## config.mk

```make
export PLATFORM = sky130hd
export DESIGN_NAME = ss_acq_ctrl
export DESIGN_NICKNAME = d
export VERILOG_FILES = /design/src/rtl/ss_pkg.sv /design/src/rtl/ss_peak_track.sv /design/src/rtl/ss_acq_ctrl.sv
export SDC_FILE = /design/constraint.sdc
export NUM_CORES = 1
export LEC_CHECK = 0
export BUFFER_PORTS_ARGS = -buffer_cell sky130_fd_sc_hd__buf_4
export CAP_MARGIN = 20
export CORE_UTILIZATION = 38
export CTS_CLUSTER_SIZE = 30
export DETAILED_ROUTE_END_ITERATION = 12
export PLACE_DENSITY = 0.64
export SLEW_MARGIN = 20
export SYNTH_ARGS = -nofsm -noshare
export SYNTH_HDL_FRONTEND = slang
export SYNTH_SLANG_ARGS = --single-unit
```

## constraint.sdc

```tcl
create_clock -name clk -period 7.2 [get_ports clk]
set_clock_uncertainty 0.15 [all_clocks]
set_input_delay 1.44 -clock clk [delete_from_list [all_inputs] [get_ports clk]]
set_output_delay 1.44 -clock clk [all_outputs]
set_load 0.01 [all_outputs]
```

## src/rtl/ss_pkg.sv

```systemverilog
// ss_pkg: shared FSM states, correlator register map and magnitude helper.
// Contents:
//   state_t          acquisition controller states
//   ADDR_*           correlator register addresses
//   MAG_W            width of correlation magnitudes
//   abs_sat()        |v| with -2^31 saturated to 32'h7FFF_FFFF
package ss_pkg;
    typedef enum logic [3:0] {
        S_IDLE, S_WR_FREQ, S_WR_S1, S_WR_S2, S_WR_PHASE,
        S_SETTLE, S_SYNC, S_WAIT, S_EVAL, S_DONE
    } state_t;
    localparam logic [3:0] ADDR_FREQ  = 4'd0;
    localparam logic [3:0] ADDR_PHASE = 4'd4;
    localparam logic [3:0] ADDR_S1    = 4'd8;
    localparam logic [3:0] ADDR_S2    = 4'd12;
    localparam int MAG_W = 32;
    function automatic logic [MAG_W-1:0] abs_sat(input logic [31:0] v);
        return (v == 32'h8000_0000) ? 32'h7FFF_FFFF : (v[31] ? (~v + 32'd1) : v);
    endfunction
endpackage

```

## src/rtl/ss_peak_track.sv

```systemverilog
// ss_peak_track: magnitude of a captured correlation and running best-peak record.
// Ports:
//   clk, reset       clock, synchronous active-low reset
//   clr_i            clear best record (new search)
//   upd_i            evaluate current sample against best record
//   corr_i           captured signed correlation
//   phase_i, idx_i   phase word and step index of the current sample
//   mag_o            |corr_i| (saturated)
//   best_*_o         best magnitude, its phase and step index
module ss_peak_track
    import ss_pkg::*;
#(
    parameter int IDX_W = 10
) (
    input  logic             clk,
    input  logic             reset,
    input  logic             clr_i,
    input  logic             upd_i,
    input  logic [31:0]      corr_i,
    input  logic [31:0]      phase_i,
    input  logic [IDX_W-1:0] idx_i,
    output logic [MAG_W-1:0] mag_o,
    output logic [MAG_W-1:0] best_mag_o,
    output logic [31:0]      best_phase_o,
    output logic [IDX_W-1:0] best_idx_o
);
    logic [MAG_W-1:0] best_mag_q;
    logic [31:0]      best_phase_q;
    logic [IDX_W-1:0] best_idx_q;

    assign mag_o        = abs_sat(corr_i);
    assign best_mag_o   = best_mag_q;
    assign best_phase_o = best_phase_q;
    assign best_idx_o   = best_idx_q;

    // strict compare keeps the earliest step on ties
    always_ff @(posedge clk) begin
        if (!reset || clr_i) begin
            best_mag_q   <= '0;
            best_phase_q <= '0;
            best_idx_q   <= '0;
        end else if (upd_i && mag_o > best_mag_q) begin
            best_mag_q   <= mag_o;
            best_phase_q <= phase_i;
            best_idx_q   <= idx_i;
        end
    end
endmodule

```

## src/rtl/ss_acq_ctrl.sv

```systemverilog
// ss_acq_ctrl: phase-search acquisition controller driving a spread-spectrum correlator.
// Ports:
//   clk, reset                 clock, synchronous active-low reset
//   start, abort               search request (IDLE only), search abort
//   cfg_*                      search configuration, latched on accepted start
//   busy, done, timeout_err    status (done one-cycle, timeout_err sticky)
//   best_phase/mag/idx         strongest correlation found
//   ss_din/addr/strobe/sync    correlator register bus and sync pulse
//   ss_push_corr, ss_corr      correlator result handshake
// Build option: define ACQ_THRESH_EN to stop early once a magnitude reaches cfg_thresh.
module ss_acq_ctrl
    import ss_pkg::*;
#(
    parameter int NSTEP_W = 10,
    parameter int TIMEOUT = 4096
) (
    input  logic               clk,
    input  logic               reset,
    input  logic               start,
    input  logic               abort,
    input  logic [31:0]        cfg_freq,
    input  logic [31:0]        cfg_phase0,
    input  logic [31:0]        cfg_phase_step,
    input  logic [31:0]        cfg_thresh,
    input  logic [3:0]         cfg_s1,
    input  logic [3:0]         cfg_s2,
    input  logic [NSTEP_W-1:0] cfg_nsteps,
    output logic               busy,
    output logic               done,
    output logic               timeout_err,
    output logic [31:0]        best_phase,
    output logic [31:0]        best_mag,
    output logic [NSTEP_W-1:0] best_idx,
    output logic [31:0]        ss_din,
    output logic [3:0]         ss_addr,
    output logic               ss_strobe,
    output logic               ss_sync,
    input  logic               ss_push_corr,
    input  logic [31:0]        ss_corr
);
    localparam int TW = $clog2(TIMEOUT + 1);

    state_t             state_q, state_d;
    logic [NSTEP_W-1:0] k_q, k_d, nsteps_q, nsteps_d;
    logic [31:0]        freq_q, freq_d, phase_q, phase_d, step_q, step_d, corr_q, corr_d;
    logic [3:0]         s1_q, s1_d, s2_q, s2_d;
    logic               settle_q, settle_d, timeout_q, timeout_d;
    logic [TW-1:0]      tcnt_q, tcnt_d;
    logic               busy_q, busy_d, done_q, done_d, strobe_q, strobe_d, sync_q, sync_d;
    logic [3:0]         addr_q, addr_d;
    logic [31:0]        din_q, din_d;
    logic [MAG_W-1:0]   mag;
    logic               accept, stop;

    assign accept = (state_q == S_IDLE) && start && !abort;

`ifdef ACQ_THRESH_EN
    logic [31:0] thresh_q, thresh_d;
    assign thresh_d = accept ? cfg_thresh : thresh_q;
    assign stop     = mag >= thresh_q;
    always_ff @(posedge clk) thresh_q <= !reset ? '0 : thresh_d;
`else
    logic unused_thresh;
    assign unused_thresh = ^cfg_thresh;
    assign stop          = 1'b0;
`endif

    ss_peak_track #(.IDX_W(NSTEP_W)) u_peak (
        .clk          (clk),
        .reset        (reset),
        .clr_i        (accept),
        .upd_i        (state_q == S_EVAL && !abort),
        .corr_i       (corr_q),
        .phase_i      (phase_q),
        .idx_i        (k_q),
        .mag_o        (mag),
        .best_mag_o   (best_mag),
        .best_phase_o (best_phase),
        .best_idx_o   (best_idx)
    );

    always_comb begin
        state_d   = state_q;
        k_d       = k_q;
        nsteps_d  = nsteps_q;
        freq_d    = freq_q;
        phase_d   = phase_q;
        step_d    = step_q;
        corr_d    = corr_q;
        s1_d      = s1_q;
        s2_d      = s2_q;
        settle_d  = settle_q;
        timeout_d = timeout_q;
        tcnt_d    = tcnt_q;
        case (state_q)
            S_IDLE: if (accept) begin
                freq_d    = cfg_freq;
                phase_d   = cfg_phase0;
                step_d    = cfg_phase_step;
                s1_d      = cfg_s1;
                s2_d      = cfg_s2;
                nsteps_d  = cfg_nsteps;
                k_d       = '0;
                timeout_d = 1'b0;
                state_d   = (cfg_nsteps != '0) ? S_WR_FREQ : S_DONE;
            end
            S_WR_FREQ:  state_d = S_WR_S1;
            S_WR_S1:    state_d = S_WR_S2;
            S_WR_S2:    state_d = S_WR_PHASE;
            S_WR_PHASE: begin
                settle_d = 1'b0;
                state_d  = S_SETTLE;
            end
            S_SETTLE: begin
                settle_d = 1'b1;
                state_d  = settle_q ? S_SYNC : S_SETTLE;
            end
            S_SYNC: begin
                tcnt_d  = '0;
                state_d = S_WAIT;
            end
            S_WAIT: if (ss_push_corr) begin
                corr_d  = ss_corr;
                state_d = S_EVAL;
            end else if (tcnt_q == TW'(TIMEOUT - 1)) begin
                timeout_d = 1'b1;
                state_d   = S_DONE;
            end else begin
                tcnt_d = tcnt_q + 1'b1;
            end
            S_EVAL: if ((k_q + 1'b1) == nsteps_q || stop) begin
                state_d = S_DONE;
            end else begin
                k_d     = k_q + 1'b1;
                phase_d = phase_q + step_q;
                state_d = S_WR_PHASE;
            end
            S_DONE:  state_d = S_IDLE;
            default: state_d = S_IDLE;
        endcase
        if (abort && state_q != S_IDLE) state_d = S_IDLE;
        // bus/status outputs are decoded from the next state so they are registered
        busy_d   = state_d != S_IDLE;
        done_d   = state_d == S_DONE;
        sync_d   = state_d == S_SYNC;
        strobe_d = state_d inside {S_WR_FREQ, S_WR_S1, S_WR_S2, S_WR_PHASE};
        addr_d   = (state_d == S_WR_FREQ)  ? ADDR_FREQ  :
                   (state_d == S_WR_S1)    ? ADDR_S1    :
                   (state_d == S_WR_S2)    ? ADDR_S2    :
                   (state_d == S_WR_PHASE) ? ADDR_PHASE : addr_q;
        din_d    = (state_d == S_WR_FREQ)  ? freq_d         :
                   (state_d == S_WR_S1)    ? {28'b0, s1_d}  :
                   (state_d == S_WR_S2)    ? {28'b0, s2_d}  :
                   (state_d == S_WR_PHASE) ? phase_d        : din_q;
    end

    always_ff @(posedge clk) begin
        if (!reset) begin
            state_q   <= S_IDLE;
            k_q       <= '0;
            nsteps_q  <= '0;
            freq_q    <= '0;
            phase_q   <= '0;
            step_q    <= '0;
            corr_q    <= '0;
            s1_q      <= '0;
            s2_q      <= '0;
            settle_q  <= 1'b0;
            timeout_q <= 1'b0;
            tcnt_q    <= '0;
            busy_q    <= 1'b0;
            done_q    <= 1'b0;
            strobe_q  <= 1'b0;
            sync_q    <= 1'b0;
            addr_q    <= '0;
            din_q     <= '0;
        end else begin
            state_q   <= state_d;
            k_q       <= k_d;
            nsteps_q  <= nsteps_d;
            freq_q    <= freq_d;
            phase_q   <= phase_d;
            step_q    <= step_d;
            corr_q    <= corr_d;
            s1_q      <= s1_d;
            s2_q      <= s2_d;
            settle_q  <= settle_d;
            timeout_q <= timeout_d;
            tcnt_q    <= tcnt_d;
            busy_q    <= busy_d;
            done_q    <= done_d;
            strobe_q  <= strobe_d;
            sync_q    <= sync_d;
            addr_q    <= addr_d;
            din_q     <= din_d;
        end
    end

    assign busy        = busy_q;
    assign done        = done_q;
    assign timeout_err = timeout_q;
    assign ss_strobe   = strobe_q;
    assign ss_sync     = sync_q;
    assign ss_addr     = addr_q;
    assign ss_din      = din_q;
endmodule

```

==> qor.txt <==
CTS Buf Count -> 34
fmax -> 180 MHz
final setup vio count -> 0
GR Overflow Total -> 0
core area -> 38,700 sq um
Via-to-Cell Ratio -> 5.31
crit path max fanout -> 66
first-pass GRT wire length -> 71,500 um
drt drc -> 0
Worst slew margin -> 0.351
Worst setup EP type -> flop
Slew Viols, Final -> 0
Power Density -> 222 nW/um^2
Post-synth ARST share -> 0
sequential fraction of the synthesis area -> 0.385
Chip Height -> 200 um
drt initial violations -> 782
DR pass1 iterations -> 5
critical setup path kind -> flop to flop
Crit path arrival time -> 5830 ps
# rows -> 72
clock latency on the worst-skew pair -> 540 ps
critical path launch point -> corr_q[12]
RSZ-0062 raised after global routing -> no
clock buffer depth -> 3
nets -> 2,230
routability cong. -> 0.851
final hold viol count -> 0
DP Wirelength -> 32,400 um
synthesized area per cell -> 8.40 sq um
Setup TNS Final -> 0 ps
htree depth -> 2
ys flop type -> dfxtp_1
min-delay src -> s2_q[0]
Port Buffers -> 263
Yosys warnings -> 0
hold-critical path depth -> 2
Max Cap Viol -> 0
layout cell share with drive strength beyond 1 -> 0.177
die area -> 40,100 sq um
IO Pins -> 298
crit path time final -> 5550 ps
Netlist cell types -> 78
Die Span X -> 200 um
outcome -> finished, final reports clean
period utilization -> 0.771
Cells after Synth -> 1,778
Startpoint Class -> flop
Hold Buf Count CTS -> 0
CTS root buf -> clkbuf_16
largest net degree at the start of global routing -> 84
initial core utilization -> 0.386
CTS tree -> built
final WL -> 45,100 um
cells on worst reg2reg path -> 15
Syn Std Cell Area -> 14,900 sq um
antenna violations before repair -> 7
Slew @ Worst Pin -> 949 ps
Hold Crit Class -> flop to flop
Final Util -> 0.472
vias in the first global route -> 13,000
ranking of synthesized cells by area -> dfxtp_1 38%, nand2_1 6.5%, mux2i_1 5.8%
Final Power -> 4060 uW
reg2reg start -> corr_q[12]
antenna viol nets, final -> 0
Total Routing Usage GR -> 0.223
Peak VDD IR -> 0.000170 V
Area Overhead vs Synth -> 22.4%
CTS-repair resized insts -> 0
proportion of netlist area held by the largest area contributor -> 0.385
post-CTS setup buffers -> 0
Via Count -> 13,400
CTS clock-pin slew for the worst setup and hold paths -> 60 ps
CTS sink count -> 287
wire length per cell -> 17.9 um
required time worst endpoint -> 7480 ps
number of flops mapped to enable cells by yosys -> 0
Leak Pwr -> 0.00734 uW
Yosys reg bits -> 287
area leader, netlist -> dfxtp_1
## registers in the layout, indices dropped and copies added (netlist names), 13 cells and up
signal / flops
tcnt_q: 13
phase_q: 32
u_peak.best_mag_o: 32
step_q: 32
corr_q: 32
freq_q: 32
ss_din: 32
u_peak.best_phase_o: 32
## cell type report
type | instances | area, sq um
Sequential cell | 287 | 5750
Multi-Input combinational cell | 1326 | 8540
Antenna cell | 3 | 7.51
Clock inverter | 11 | 133
Clock buffer | 42 | 901
Fill cell | 3807 | 20500
Tap cell | 518 | 648
Inverter | 51 | 191
Timing Repair Buffer | 280 | 2110
## Yosys cell counts, types with 9 or more instances
cell,number
o21ai_0,80
a21o_1,22
o211ai_1,12
nand4_1,16
and3_1,12
a22oi_1,11
inv_1,51
buf_4,10
xor2_1,39
clkbuf_1,86
a21oi_1,87
o31ai_1,13
dfxtp_1,287
a22o_1,10
nor2_1,152
buf_2,15
xnor2_1,28
o22a_1,9
nand3_1,34
and2_1,23
nand2_1,259
mux2i_1,87
nor2b_1,67
a211oi_1,10
or3_1,12
a311oi_1,25
a31oi_1,12
a21boi_0,98
ha_1,66
o21a_1,12
nor3_1,16
## final timing paths
kind | to | slack [ps]
setup / recovery | u_peak.best_mag_o[18] | 1650
setup reg to reg | u_peak.best_mag_o[18] | 1650
hold reg to reg | s2_q[0] | 320
hold / removal | s2_q[0] | 320
## through the flow
| stage | worst slack, ps | hold slack (ps) | std cells | cell area [sq um] |
|---|---|---|---|---|
| 2_1_floorplan | 2730 | 290 | 1779 | 14900 |
| 3_3_place_gp | 1720 | 300 | 2461 | 17200 |
| 3_5_place_dp | 1660 | 307 | 2462 | 17200 |
| 4_1_cts | 1630 | 317 | 2515 | 18300 |
| 5_1_grt | 1150 | 340 | 2517 | 18300 |
| 6_report | 1650 | 317 | 2518 | 18300 |
## power breakdown
| part | internal (uW) | switching (uW) |
|---|---|---|
| clock network | 960 | 700 |
| logic | 278 | 388 |
| registers | 1680 | 55.9 |
## cell usage in the layout (no fill, tap or decap), types with 22 or more instances in the layout
master     count
a21boi_0      98
a21o_1        22
a21oi_1       86
a311oi_1      25
and2_1        23
buf_4        279
clkbuf_16     34
dfxtp_1      286
ha_1          66
inv_1         51
mux2i_1       87
nand2_1      258
nand3_1       33
nor2_1       152
nor2b_1       67
o21ai_0       79
xnor2_1       28
xor2_1        39
## layer usage
layer	part of all wire	GRT usage	up-vias
li1	-	-	6661
met1	0.44	0.282	6298
met2	0.46	0.365	319
met3	0.069	0.0579	85
met4	0.029	0.0788	8
met5	0.0014	0	-
## cell families (layout without fill, tap and decap cells)
family,count (synthesis),count (layout),synth area share
buffers and inverters,166,384,0.0460
flip-flops,287,287,0.385
multiplexers,88,88,0.0593
other,1,5,0.000251
XOR/XNOR,67,67,0.0393
AND/OR/NAND/NOR,634,634,0.196
adder cells (fa/ha/maj),67,67,0.0566
AO/OA/AOI/OAI,468,468,0.218
## critical path, stage by stage (launching register included)
cell and delay, ps:
dfxtp_1 360, or4_1 600, or4_1 470, or4_4 550
or2_1 280, o31ai_1 270, xor2_1 230, nand2_1 80
ha_1 310, nand4_1 110, nor4_1 420, o21ai_0 250
a31oi_4 210, buf_4 700, nor2_1 100, a311oi_1 300
Power figures use the tool's default switching activity.
